`config.mk`:
```
export PLATFORM = sky130hd
export DESIGN_NAME = mpu6050_i2c_slave
export DESIGN_NICKNAME = d
export VERILOG_FILES = /design/src/rtl/mpu6050_i2c_slave.sv
export SDC_FILE = /design/constraint.sdc
export NUM_CORES = 1
export LEC_CHECK = 0
export CAP_MARGIN = 0
export CORE_ASPECT_RATIO = 1.5
export CORE_UTILIZATION = 38
export CTS_CLUSTER_DIAMETER = 200
export DETAILED_ROUTE_END_ITERATION = 7
export PLACE_DENSITY = 0.59
export SETUP_SLACK_MARGIN = 0.15
export SLEW_MARGIN = 10
export SYNTH_ARGS = -nofsm -noshare
export SYNTH_HDL_FRONTEND = slang
export SYNTH_SLANG_ARGS = --single-unit
```
`constraint.sdc`:
```
create_clock -name clk -period 6.4 [get_ports clk]
set_input_delay 0.96 -clock clk [delete_from_list [all_inputs] [get_ports clk]]
set_output_delay 0.96 -clock clk [all_outputs]
set_load 0.005 [all_outputs]
```
`src/rtl/mpu6050_i2c_slave.sv`:
```
// ---------------------------------------------------------------------------
// mpu6050_i2c_slave
//
// Bit-level I2C responder that looks like an MPU6050 to an I2C master.
// Provides five writable configuration registers, read-only sensor registers
// fed from input ports, WHO_AM_I, and an auto-incrementing register pointer.
// Everything runs on one system clock. SCL and SDA are oversampled, so clk
// must run at least 20x faster than SCL.
//
// Ports
//   clk           system clock
//   rst           synchronous active-high reset
//   scl_in        raw SCL from the pad (asynchronous)
//   sda_in        raw SDA from the pad (asynchronous)
//   sda_oe        1 = pull SDA low (open-drain), 0 = release
//   acc_x/y/z     accelerometer words {H,L}, read at 0x3B..0x40
//   gyro_x/y/z    gyroscope words {H,L}, read at 0x43..0x48
//   smplrt_div    register 0x19
//   config_reg    register 0x1A ("config" is a reserved word, hence the suffix)
//   gyro_config   register 0x1B
//   accel_config  register 0x1C
//   pwr_mgmt_1    register 0x6B
//   wr_stb        one-clk pulse after every accepted write data byte
//   wr_addr       register address of that write, valid with wr_stb
//   busy          high from an addressed START until STOP
// ---------------------------------------------------------------------------
module mpu6050_i2c_slave #(
    parameter logic [6:0] DEV_ADDR     = 7'h68,
    parameter logic [7:0] WHO_AM_I_VAL = 8'h68
) (
    input  logic        clk,
    input  logic        rst,
    input  logic        scl_in,
    input  logic        sda_in,
    output logic        sda_oe,
    input  logic [15:0] acc_x,
    input  logic [15:0] acc_y,
    input  logic [15:0] acc_z,
    input  logic [15:0] gyro_x,
    input  logic [15:0] gyro_y,
    input  logic [15:0] gyro_z,
    output logic [7:0]  smplrt_div,
    output logic [7:0]  config_reg,
    output logic [7:0]  gyro_config,
    output logic [7:0]  accel_config,
    output logic [7:0]  pwr_mgmt_1,
    output logic        wr_stb,
    output logic [6:0]  wr_addr,
    output logic        busy
);

    localparam logic [3:0] ST_IDLE      = 4'd0;
    localparam logic [3:0] ST_ADDR      = 4'd1;
    localparam logic [3:0] ST_ADDR_ACK  = 4'd2;
    localparam logic [3:0] ST_REG       = 4'd3;
    localparam logic [3:0] ST_REG_ACK   = 4'd4;
    localparam logic [3:0] ST_WDATA     = 4'd5;
    localparam logic [3:0] ST_WDATA_ACK = 4'd6;
    localparam logic [3:0] ST_RDATA     = 4'd7;
    localparam logic [3:0] ST_RDATA_ACK = 4'd8;
    localparam logic [3:0] ST_IGNORE    = 4'd9;

    localparam logic [7:0] PWR_RESET = 8'h40;

    logic       scl_s1, scl_s2, scl_h;
    logic       sda_s1, sda_s2, sda_h;
    logic       scl_rise, scl_fall, start_det, stop_det;

    logic [3:0] state;
    logic [3:0] bit_cnt;
    logic [7:0] shift_reg;
    logic [6:0] ptr;
    logic       rw;
    logic       master_nack;

    logic [15:0] snap_ax, snap_ay, snap_az, snap_gx, snap_gy, snap_gz;

    logic [6:0] rd_addr;
    logic [7:0] read_byte;

    // Two-stage synchronizer plus one history stage per line. Resetting to 1
    // matches an idle bus, so leaving reset never fakes a START or STOP.
    always_ff @(posedge clk) begin
        if (rst) begin
            scl_s1 <= 1'b1;
            scl_s2 <= 1'b1;
            scl_h  <= 1'b1;
            sda_s1 <= 1'b1;
            sda_s2 <= 1'b1;
            sda_h  <= 1'b1;
        end else begin
            scl_s1 <= scl_in;
            scl_s2 <= scl_s1;
            scl_h  <= scl_s2;
            sda_s1 <= sda_in;
            sda_s2 <= sda_s1;
            sda_h  <= sda_s2;
        end
    end

    // START/STOP need SCL high on both the current and the previous sample,
    // so an SDA change at the same moment SCL falls is not a bus condition.
    assign scl_rise  =  scl_s2 & ~scl_h;
    assign scl_fall  = ~scl_s2 &  scl_h;
    assign start_det =  scl_s2 &  scl_h &  sda_h & ~sda_s2;
    assign stop_det  =  scl_s2 &  scl_h & ~sda_h &  sda_s2;

    // Read map. While waiting on the master's ACK the next byte is
    // prefetched from ptr+1, so it can be driven on the following SCL fall.
    always_comb begin
        rd_addr   = (state == ST_RDATA_ACK) ? ptr + 7'd1 : ptr;
        read_byte = 8'h00;
        case (rd_addr)
            7'h19:   read_byte = smplrt_div;
            7'h1A:   read_byte = config_reg;
            7'h1B:   read_byte = gyro_config;
            7'h1C:   read_byte = accel_config;
            7'h3B:   read_byte = snap_ax[15:8];
            7'h3C:   read_byte = snap_ax[7:0];
            7'h3D:   read_byte = snap_ay[15:8];
            7'h3E:   read_byte = snap_ay[7:0];
            7'h3F:   read_byte = snap_az[15:8];
            7'h40:   read_byte = snap_az[7:0];
            7'h43:   read_byte = snap_gx[15:8];
            7'h44:   read_byte = snap_gx[7:0];
            7'h45:   read_byte = snap_gy[15:8];
            7'h46:   read_byte = snap_gy[7:0];
            7'h47:   read_byte = snap_gz[15:8];
            7'h48:   read_byte = snap_gz[7:0];
            7'h6B:   read_byte = pwr_mgmt_1;
            7'h75:   read_byte = WHO_AM_I_VAL;
            default: read_byte = 8'h00;
        endcase
    end

    // Protocol engine. A STOP or START in any state wins over the byte in
    // progress, so a partially shifted write byte is simply dropped. All
    // sda_oe changes in the data phases happen on an SCL fall detect.
    always_ff @(posedge clk) begin
        if (rst) begin
            state        <= ST_IDLE;
            bit_cnt      <= 4'd0;
            shift_reg    <= 8'h00;
            ptr          <= 7'h00;
            rw           <= 1'b0;
            master_nack  <= 1'b0;
            sda_oe       <= 1'b0;
            busy         <= 1'b0;
            wr_stb       <= 1'b0;
            wr_addr      <= 7'h00;
            smplrt_div   <= 8'h00;
            config_reg   <= 8'h00;
            gyro_config  <= 8'h00;
            accel_config <= 8'h00;
            pwr_mgmt_1   <= PWR_RESET;
            snap_ax      <= 16'h0000;
            snap_ay      <= 16'h0000;
            snap_az      <= 16'h0000;
            snap_gx      <= 16'h0000;
            snap_gy      <= 16'h0000;
            snap_gz      <= 16'h0000;
        end else begin
            wr_stb <= 1'b0;
            if (stop_det) begin
                state  <= ST_IDLE;
                sda_oe <= 1'b0;
                busy   <= 1'b0;
            end else if (start_det) begin
                state   <= ST_ADDR;
                sda_oe  <= 1'b0;
                bit_cnt <= 4'd0;
            end else begin
                case (state)
                    ST_ADDR: begin
                        if (scl_rise) begin
                            shift_reg <= {shift_reg[6:0], sda_s2};
                            bit_cnt   <= bit_cnt + 4'd1;
                        end else if (scl_fall && bit_cnt == 4'd8) begin
                            if (shift_reg[7:1] == DEV_ADDR) begin
                                busy   <= 1'b1;
                                rw     <= shift_reg[0];
                                sda_oe <= 1'b1;
                                state  <= ST_ADDR_ACK;
                                // Freeze the sensor words for the whole burst.
                                if (shift_reg[0]) begin
                                    snap_ax <= acc_x;
                                    snap_ay <= acc_y;
                                    snap_az <= acc_z;
                                    snap_gx <= gyro_x;
                                    snap_gy <= gyro_y;
                                    snap_gz <= gyro_z;
                                end
                            end else begin
                                state <= ST_IGNORE;
                            end
                        end
                    end
                    ST_ADDR_ACK: begin
                        if (scl_fall) begin
                            bit_cnt <= 4'd0;
                            if (rw) begin
                                shift_reg <= read_byte;
                                sda_oe    <= ~read_byte[7];
                                state     <= ST_RDATA;
                            end else begin
                                sda_oe <= 1'b0;
                                state  <= ST_REG;
                            end
                        end
                    end
                    ST_REG: begin
                        if (scl_rise) begin
                            shift_reg <= {shift_reg[6:0], sda_s2};
                            bit_cnt   <= bit_cnt + 4'd1;
                        end else if (scl_fall && bit_cnt == 4'd8) begin
                            ptr    <= shift_reg[6:0];
                            sda_oe <= 1'b1;
                            state  <= ST_REG_ACK;
                        end
                    end
                    ST_WDATA: begin
                        if (scl_rise) begin
                            shift_reg <= {shift_reg[6:0], sda_s2};
                            bit_cnt   <= bit_cnt + 4'd1;
                        end else if (scl_fall && bit_cnt == 4'd8) begin
                            wr_stb  <= 1'b1;
                            wr_addr <= ptr;
                            ptr     <= ptr + 7'd1;
                            sda_oe  <= 1'b1;
                            state   <= ST_WDATA_ACK;
                            case (ptr)
                                7'h19: smplrt_div   <= shift_reg;
                                7'h1A: config_reg   <= shift_reg;
                                7'h1B: gyro_config  <= shift_reg;
                                7'h1C: accel_config <= shift_reg;
                                7'h6B: begin
                                    // DEVICE_RESET (bit7) self-clears and
                                    // returns every config register to default.
                                    if (shift_reg[7]) begin
                                        smplrt_div   <= 8'h00;
                                        config_reg   <= 8'h00;
                                        gyro_config  <= 8'h00;
                                        accel_config <= 8'h00;
                                        pwr_mgmt_1   <= PWR_RESET;
                                    end else begin
                                        pwr_mgmt_1 <= {1'b0, shift_reg[6:0]};
                                    end
                                end
                                default: ;
                            endcase
                        end
                    end
                    ST_REG_ACK, ST_WDATA_ACK: begin
                        if (scl_fall) begin
                            sda_oe  <= 1'b0;
                            bit_cnt <= 4'd0;
                            state   <= ST_WDATA;
                        end
                    end
                    ST_RDATA: begin
                        if (scl_rise) begin
                            bit_cnt <= bit_cnt + 4'd1;
                        end else if (scl_fall) begin
                            if (bit_cnt == 4'd8) begin
                                sda_oe <= 1'b0;
                                state  <= ST_RDATA_ACK;
                            end else begin
                                sda_oe    <= ~shift_reg[6];
                                shift_reg <= {shift_reg[6:0], 1'b0};
                            end
                        end
                    end
                    ST_RDATA_ACK: begin
                        if (scl_rise) begin
                            master_nack <= sda_s2;
                        end else if (scl_fall) begin
                            if (master_nack) begin
                                sda_oe <= 1'b0;
                                state  <= ST_IGNORE;
                            end else begin
                                ptr       <= ptr + 7'd1;
                                shift_reg <= read_byte;
                                sda_oe    <= ~read_byte[7];
                                bit_cnt   <= 4'd0;
                                state     <= ST_RDATA;
                            end
                        end
                    end
                    default: sda_oe <= 1'b0;
                endcase
            end
        end
    end

endmodule

```
==> flow_summary.toml, run 1 <==
[clocking]
cts_buffers = 17
cts.sinks = 176
h-tree-depth = 4
clkLatencyLatePin_ps = 440
cts_hold_buffers = 0
clock_tree.root_cell = "clkbuf_16"
post-cts-setup-buffers = 0
clk_pin_slew_worst_paths_ps = 70
tritoncts = "yes"
cts-resized-gates = 0
clock_path_buffers = 2

[yosys]
synth-seq-area-share = 0.408
post_synth.cell_area_avg_um2 = 7.75
synthFlopType = "dfxtp_1"
syn_inst = 1116
synth_area_um2 = 8650
async_flop_share = 0
ys_ff_latch = 176
synth_fp_nets = 1222
yosysWarnings = 0
ys_types = 80
synth_edf_count = 0

[grt]
grt_pass1_vias = 8330
grtUsageTotal = 0.260
antenna_found_initial = 0
grt_pass1_wl_mm = 46.9
grt_max_degree = 97
gr-total-overflow = 0

[critical_path]
start_kind = "flop"
worst-endpoint-arrival_ps = 4590
critPathKind = "flop to flop"
required_ps = 6690
cp_max_fo = 24
worstSetupEndpointType = "flop"

[drt]
dr.pass1.iters = 7
antenna_left = 0
met3_wirelength_mm = 1.35
num_vias = 8458
viasPerCell = 5.65
dr.max_layer_used = "met4"
drt-met1-wl_mm = 11.2
wirelength_mm = 30.1
post-route-drc-count = 0
drtIter0Drc = 635
wl_per_cell_um = 20.1
wl_met2_mm = 15.8

[timing]
finalMaxSlewViolations = 0
fin_crit_sh = 0.671
timing.fmax_ghz = 0.233
rsz0062_at_grt = "no"
setup_tns_ps = 0
hold_violations = 0
period_needed_ps = 4290
fin_skew_ps = 12.4
setup_violations = 0
timing.slew.headroom = 0.191
tightest_slew_ps = 1210

[layout]
utilization = 0.485
final_common_cell = "nand2_1"
most-common-layout-cells = "256 x nand2_1, 176 x dfxtp_1, 159 x a21oi_1, 147 x clkdlybuf4s50_1, 92 x nor2_1"
final_cells = 1497
nets = 1314
drive_gt1_frac = 0.0663
area_growth_pct = 25.1
diodes = 0

[pwr]
clock_power_share = 0.402
p_int_uw = 1790
p_switching_uw = 772
seqPwrFrac = 0.449
comb_power_share = 0.149
swShare = 0.301
powerDensity_nw_per_um2 = 237
p_leak_uw = 0.00357
peakVddDrop_mv = 0.179

[die]
io_pins = 150
core_um2 = 22300
die_y_um = 187
die_width_um = 125
dieArea_um2 = 23400
initial_core_util = 0.388
rows = 67

[flow_run]
maxCapViolCount = 0

[outcome]
outcome = "finished, final reports clean"

[placement]
port_buffers = 148
dp_cells = 1465
globalplace.congestion = 0.940
hpwl_mm = 21.6

[hold_path]
holdCritPathClass = "flop to flop"
[metrics by stage]
step                area (µm²)  hold slack [ps]  total power, µW  setup WS [ps]
floorplan                 8650              389             1400           3640
global placement         10200              396             1560           2230
detailed placement       10200              394             1550           2210
CTS                      10800              413             2580           2200
global route             10800              434             2670           1920
finish                   10800              411             2560           2110
[power by group through the flow]
| stage | Combinational (µW) | Sequential (µW) | Clock [µW] |
|---|---|---|---|
| floorplan | 266 | 1140 | 0 |
| global placement | 386 | 1170 | 0 |
| detailed placement | 380 | 1170 | 0 |
| CTS | 382 | 1150 | 1050 |
| global route | 421 | 1150 | 1100 |
| finish | 383 | 1150 | 1030 |
[final cells by class]
class                      count  area (µm²)
tap                          276         345
fill                        2281       11500
clock buffer                  18         439
inverter                      18        67.6
sequential                   176        3520
multi-input combinational    837        4740
clock inverter                14         146
timing repair buffer         158        1550
[synth_stat cells (3+ instances only)]
| library cell | number | area, µm² |
|---|---|---|
| buf_1 | 4 | 15.0 |
| mux2_2 | 5 | 56.3 |
| mux2i_1 | 41 | 410 |
| a21boi_0 | 4 | 30.0 |
| nor2_1 | 92 | 345 |
| and2_1 | 6 | 37.5 |
| nor3b_1 | 7 | 52.6 |
| o31ai_1 | 5 | 37.5 |
| or2_2 | 10 | 62.6 |
| o2bb2ai_1 | 5 | 43.8 |
| a222oi_1 | 17 | 170 |
| a22oi_1 | 17 | 128 |
| dfxtp_1 | 176 | 3520 |
| a32oi_1 | 8 | 70.1 |
| buf_2 | 9 | 45.0 |
| nand3_1 | 19 | 95.1 |
| o21ai_0 | 21 | 105 |
| o211ai_1 | 3 | 22.5 |
| nor4_1 | 6 | 37.5 |
| nor3_1 | 17 | 85.1 |
| clkbuf_1 | 70 | 263 |
| nand2_1 | 257 | 965 |
| a31oi_1 | 4 | 25.0 |
| a221oi_1 | 4 | 35.0 |
| nor2b_1 | 18 | 113 |
| a22o_1 | 6 | 52.6 |
| nor4b_1 | 4 | 35.0 |
| nand2b_1 | 7 | 43.8 |
| o22ai_1 | 10 | 62.6 |
| a21oi_1 | 159 | 796 |
| inv_1 | 16 | 60.1 |
| a21o_1 | 5 | 37.5 |
| nand3b_1 | 5 | 37.5 |
| a211oi_1 | 11 | 82.6 |
| ha_1 | 6 | 75.1 |
| and3_1 | 6 | 37.5 |
[path summary, 6_finish.rpt]
path,startpoint,end,slack [ps],cells past startpoint
max,ptr[0]$_SDFFE_PP0P_,shift_reg[6]$_SDFFE_PP0P_,2110,9
min,sda_s1$_SDFF_PP1_,sda_s2$_SDFF_PP1_,410,1
max reg2reg,ptr[0]$_SDFFE_PP0P_,shift_reg[6]$_SDFFE_PP0P_,2110,9
min reg2reg,sda_s1$_SDFF_PP1_,sda_s2$_SDFF_PP1_,410,1
[cell families (layout without fill, tap and decap cells)]
group           Yosys count  after routing  share of synthesized area
simple gates            469            469                      0.241
compound gates          311            311                      0.236
buf+inv                 103            208                     0.0473
mux                      48             48                     0.0575
other cells               1              1                   0.000434
flops                   176            176                      0.408
xor+xnor                  2              2                    0.00203
fa+ha+maj                 6              6                    0.00868
[worst max-delay path, stage by stage (launching register included)]
cell and delay, ps:
dfxtp_1 850, ha_1 660, and3_1 350, a211oi_1 100
a31oi_1 720, or2_1 430, a21oi_1 120, a2111oi_1 610
nand3_1 170, o2bb2ai_1 150
[metal layers]
metal | vias up | GRT usage
met3 | 82 | 0.0335
met4 | 0 | 0.157
met2 | 299 | 0.477
met1 | 3960 | 0.281
met5 | - | 0
li1 | 4117 | -
No activity file was read; power rests on OpenSTA's default activity.
==> inputs of run 2 (changes only) <==
--- a/config.mk
+++ b/config.mk
@@ -10,7 +10,7 @@
 export CORE_UTILIZATION = 38
 export CTS_CLUSTER_DIAMETER = 200
 export DETAILED_ROUTE_END_ITERATION = 7
-export PLACE_DENSITY = 0.59
+export PLACE_DENSITY = 0.61
 export SETUP_SLACK_MARGIN = 0.15
 export SLEW_MARGIN = 10
 export SYNTH_ARGS = -nofsm -noshare
==> constraint.sdc (replaced) <==
create_clock -name clk -period 3.7 [get_ports clk]
set_input_delay 0.555 -clock clk [delete_from_list [all_inputs] [get_ports clk]]
set_output_delay 0.555 -clock clk [all_outputs]
set_load 0.005 [all_outputs]
==> flow_summary.toml, run 2 (synthesized netlist as in run 1, its figures left out) <==
[critical_path]
worstSetupEndpointType = "flop"
worst-endpoint-arrival_ps = 3610
cp_max_fo = 13
required_ps = 4050
r2r-start = "ptr[1]$_SDFFE_PP0P_"
critPathKind = "flop to flop"
start_kind = "flop"
r2r_slack_ps = 440
worstRegToRegCells = 10
rr_endpoint = "shift_reg[2]$_SDFFE_PP0P_"

[placement]
globalplace.congestion = 0.922
place_ws_ps = 437
port_buffers = 148
hpwl_mm = 21.7

[grt]
antenna_found_initial = 0
grtUsageTotal = 0.253
gr-total-overflow = 0
grt_pass1_vias = 8309
grt_pass1_wl_mm = 45.9
grt_max_degree = 97

[die]
dieArea_um2 = 23400
die_y_um = 187
rows = 67
initial_core_util = 0.388
core_um2 = 22300
io_pins = 150
die_width_um = 125

[drt]
num_vias = 8496
antenna_left = 0
dr.pass1.iters = 8
post-route-drc-count = 0
drtIter0Drc = 632
wl_per_cell_um = 19.2
viasPerCell = 5.60
wirelength_mm = 29.1

[clocking]
cts_buffers = 17
clock_path_buffers = 2
clk_pin_slew_worst_paths_ps = 70
cts.sinks = 176
clock_tree.root_cell = "clkbuf_16"
h-tree-depth = 4
clkLatencyLatePin_ps = 440
tritoncts = "yes"

[pwr]
powerDensity_nw_per_um2 = 407
p_leak_uw = 0.00368
seqPwrFrac = 0.435
p_int_uw = 3130
peakVddDrop_mv = 0.318
p_switching_uw = 1350
swShare = 0.301
finalPower_uw = 4480
comb_power_share = 0.168
clock_power_share = 0.397

[hold_path]
worst_hold_startpoint = "rst"
hold_depth = 2
holdCritPathClass = "input port to flop"
hold_end = "bit_cnt[1]$_SDFFE_PP0P_"

[timing]
timing.slew.headroom = 0.393
timing.fmax_ghz = 0.307
setup_slack_ps = 440
fin_skew_ps = 18.2
finalMaxSlewViolations = 0
fin_crit_sh = 0.881
rsz0062_at_grt = "no"
hold_violations = 0
period_needed_ps = 3260
setup_violations = 0
tightest_slew_ps = 911
setup_tns_ps = 0

[layout]
area_growth_pct = 27.3
final_common_cell = "nand2_1"
drive_gt1_frac = 0.0830
most-common-layout-cells = "256 x nand2_1, 176 x dfxtp_1, 159 x a21oi_1, 147 x clkdlybuf4s50_1, 92 x nor2_1"
nets = 1334
diodes = 0

[outcome]
outcome = "finished, final reports clean"

[flow_run]
maxCapViolCount = 0
==> run 2: cell type report <==
| type | count | area (µm²) |
|---|---|---|
| clock buffer | 18 | 429 |
| fill | 2243 | 11300 |
| multi-input combinational | 837 | 4750 |
| tap | 276 | 345 |
| timing repair buffer | 178 | 1730 |
| clock inverter | 14 | 163 |
| sequential | 176 | 3520 |
| inverter | 18 | 67.6 |
==> run 2: power groups by stage <==
stage | clock network (µW) | logic [µW] | registers (µW)
floorplan | 0 | 460 | 1970
global placement | 0 | 743 | 1990
detailed placement | 0 | 740 | 1990
CTS | 1810 | 742 | 1950
global route | 1890 | 816 | 1950
finish | 1780 | 753 | 1950
==> run 2: what timing repair did <==
item / CTS / global route
buffers inserted: 0 / 0
resized for setup: 0 / 2
setup endpoints to repair: 0 / 3
hold buffers: 0 / 0
==> run 2: worst max path at each step <==
stage	startpoint	endpoint
after global placement	ptr[1]$_SDFFE_PP0P_	shift_reg[1]$_SDFFE_PP0P_
after detailed placement	ptr[1]$_SDFFE_PP0P_	shift_reg[2]$_SDFFE_PP0P_
final	ptr[1]$_SDFFE_PP0P_	shift_reg[2]$_SDFFE_PP0P_
after global routing	ptr[1]$_SDFFE_PP0P_	shift_reg[2]$_SDFFE_PP0P_
after CTS	ptr[1]$_SDFFE_PP0P_	shift_reg[2]$_SDFFE_PP0P_
after floorplan	ptr[1]$_SDFFE_PP0P_	shift_reg[2]$_SDFFE_PP0P_
==> run 2: layer usage <==
metal / wire length [µm] / GRT usage / part of all wire
met4: 1150 / 0.117 / 0.039
met1: 10900 / 0.274 / 0.37
met2: 15800 / 0.480 / 0.54
met5: 0 / 0 / 0
met3: 1290 / 0.0350 / 0.044
==> run 2: critical path: stages, from the launching register on <==
cell and delay, ps:
dfxtp_1 580, inv_1 240, ha_1 460, inv_1 90, a211oi_1 250, o221a_2 390
and3b_2 350, nor4_2 90, a2111oi_4 470, inv_2 100, o22ai_1 140
==> run 2: through the flow <==
step	cell area, µm²	std cells	hold WS (ps)	utilization
floorplan	8650	1116	389	-
global placement	10400	1485	398	0.467
detailed placement	10400	1485	397	0.467
CTS	11000	1517	372	0.493
global route	11000	1517	395	0.493
finish	11000	1517	397	0.493
==> inputs of run 3 (changes only) <==
--- a/config.mk
+++ b/config.mk
@@ -10,7 +10,7 @@
 export CORE_UTILIZATION = 38
 export CTS_CLUSTER_DIAMETER = 200
 export DETAILED_ROUTE_END_ITERATION = 7
-export PLACE_DENSITY = 0.61
+export PLACE_DENSITY_LB_ADDON = 0.1
 export SETUP_SLACK_MARGIN = 0.15
 export SLEW_MARGIN = 10
 export SYNTH_ARGS = -nofsm -noshare
==> flow_summary.toml, run 3 (synthesized netlist as in run 1, its figures left out) <==
[layout]
utilization = 0.493
drive_gt1_frac = 0.0836
diodes = 0
most-common-layout-cells = "256 x nand2_1, 176 x dfxtp_1, 159 x a21oi_1, 147 x clkdlybuf4s50_1, 92 x nor2_1"
area_growth_pct = 27.1
final_common_cell = "nand2_1"
nets = 1337

[outcome]
outcome = "finished, final reports clean"

[drt]
wl_per_cell_um = 19.0
post-route-drc-count = 0
drtIter0Drc = 721
wirelength_mm = 28.9
antenna_left = 0
viasPerCell = 5.60
dr.pass1.iters = 8
num_vias = 8512

[grt]
grt_pass1_wl_mm = 45.7
antenna_found_initial = 0
grt_max_degree = 97
grtUsageTotal = 0.251
grt_pass1_vias = 8200
gr-total-overflow = 0

[pwr]
p_int_uw = 3110
comb_power_share = 0.171
clock_power_share = 0.394
peakVddDrop_mv = 0.311
powerDensity_nw_per_um2 = 404
p_leak_uw = 0.00368
swShare = 0.299
p_switching_uw = 1320
seqPwrFrac = 0.435

[clocking]
tritoncts = "yes"
clock_tree.root_cell = "clkbuf_16"
clock_path_buffers = 2
clkLatencyLatePin_ps = 450
cts_buffers = 17
clk_pin_slew_worst_paths_ps = 70
cts.sinks = 176
post-cts-setup-buffers = 0
h-tree-depth = 4

[critical_path]
cp_max_fo = 18
worstSetupEndpointType = "flop"
critPathKind = "flop to flop"
start_kind = "flop"
worst-endpoint-arrival_ps = 3670
r2r_slack_ps = 320
worstRegToRegCells = 9
required_ps = 4000

[die]
io_pins = 150
dieArea_um2 = 23400
initial_core_util = 0.388
rows = 67
die_width_um = 125
core_um2 = 22300
die_y_um = 187

[timing]
setup_tns_ps = 0
fin_crit_sh = 0.912
setup_violations = 0
finalMaxSlewViolations = 0
rsz0062_at_grt = "no"
timing.slew.headroom = 0.327
hold_violations = 0
fin_skew_ps = 20.3
timing.fmax_ghz = 0.296
tightest_slew_ps = 1010
period_needed_ps = 3380

[placement]
hpwl_mm = 21.1
port_buffers = 148
globalplace.congestion = 0.917

[hold_path]
holdCritPathClass = "flop to flop"
hold_depth = 1

[flow_run]
maxCapViolCount = 0
## run 3: changes by cell type in the layout (fill, tap and decap cells not counted), sizes merged
cell      delta
inv          +1
buf          +3
clkinvlp     +2
clkinv       -3
## run 3: layout make-up
class | count | area (µm²)
Sequential cell | 176 | 3520
Tap cell | 276 | 345
Fill cell | 2210 | 11300
Inverter | 18 | 67.6
Clock inverter | 14 | 139
Clock buffer | 18 | 429
Multi-Input combinational cell | 837 | 4730
Timing Repair Buffer | 181 | 1750
## run 3: through the flow
step	cells	worst slack, ps	power (µW)	instance area [µm²]	hold WS [ps]
after global placement	1488	461	2720	10400	404
final	1520	324	4440	11000	412
after CTS	1520	357	4460	11000	418
after floorplan	1116	935	2430	8650	389
after detailed placement	1488	397	2720	10400	403
after global routing	1520	159	4600	11000	434
## run 3: critical path, stage by stage (launching register included)
cell and delay (ps):
dfxtp_1 310, or4b_1 740, buf_4 270, mux2i_2 180, buf_4 230, a222oi_1 570
a21oi_1 180, a2111oi_1 510, nand3_1 130, o2bb2ai_1 140
## run 3: power by group through the flow
stage,clock [µW],sequential [µW],combinational [µW]
6_report,1750,1930,758
3_5_place_dp,0,1970,745
4_1_cts,1780,1930,749
2_1_floorplan,0,1970,460
5_1_grt,1850,1930,823
3_3_place_gp,0,1970,741
## run 3: timing repair
action / 4_1_cts / 5_1_grt
resized for setup: 0 / 1
hold buffers: 0 / 0
hold endpoints to repair: 0 / 0
setup endpoints to repair: 0 / 2
## run 3: worst paths after layout
path | from | endpoint
worst min register to register | scl_s1$_SDFF_PP1_ | scl_s2$_SDFF_PP1_
worst max-delay path | state[0]$_SDFFE_PP0P_ | shift_reg[6]$_SDFFE_PP0P_
worst min-delay path | scl_s1$_SDFF_PP1_ | scl_s2$_SDFF_PP1_
worst max register to register | state[0]$_SDFFE_PP0P_ | shift_reg[6]$_SDFFE_PP0P_
## run 3: routing by layer
layer  vias to the layer above  wire length (µm)  global-route usage
li1                       4153                 -                   -
met1                      4011             12100               0.298
met2                       288             14500               0.444
met3                        60              1150              0.0313
met4                         0              1140               0.122
met5                         -                 0                   0
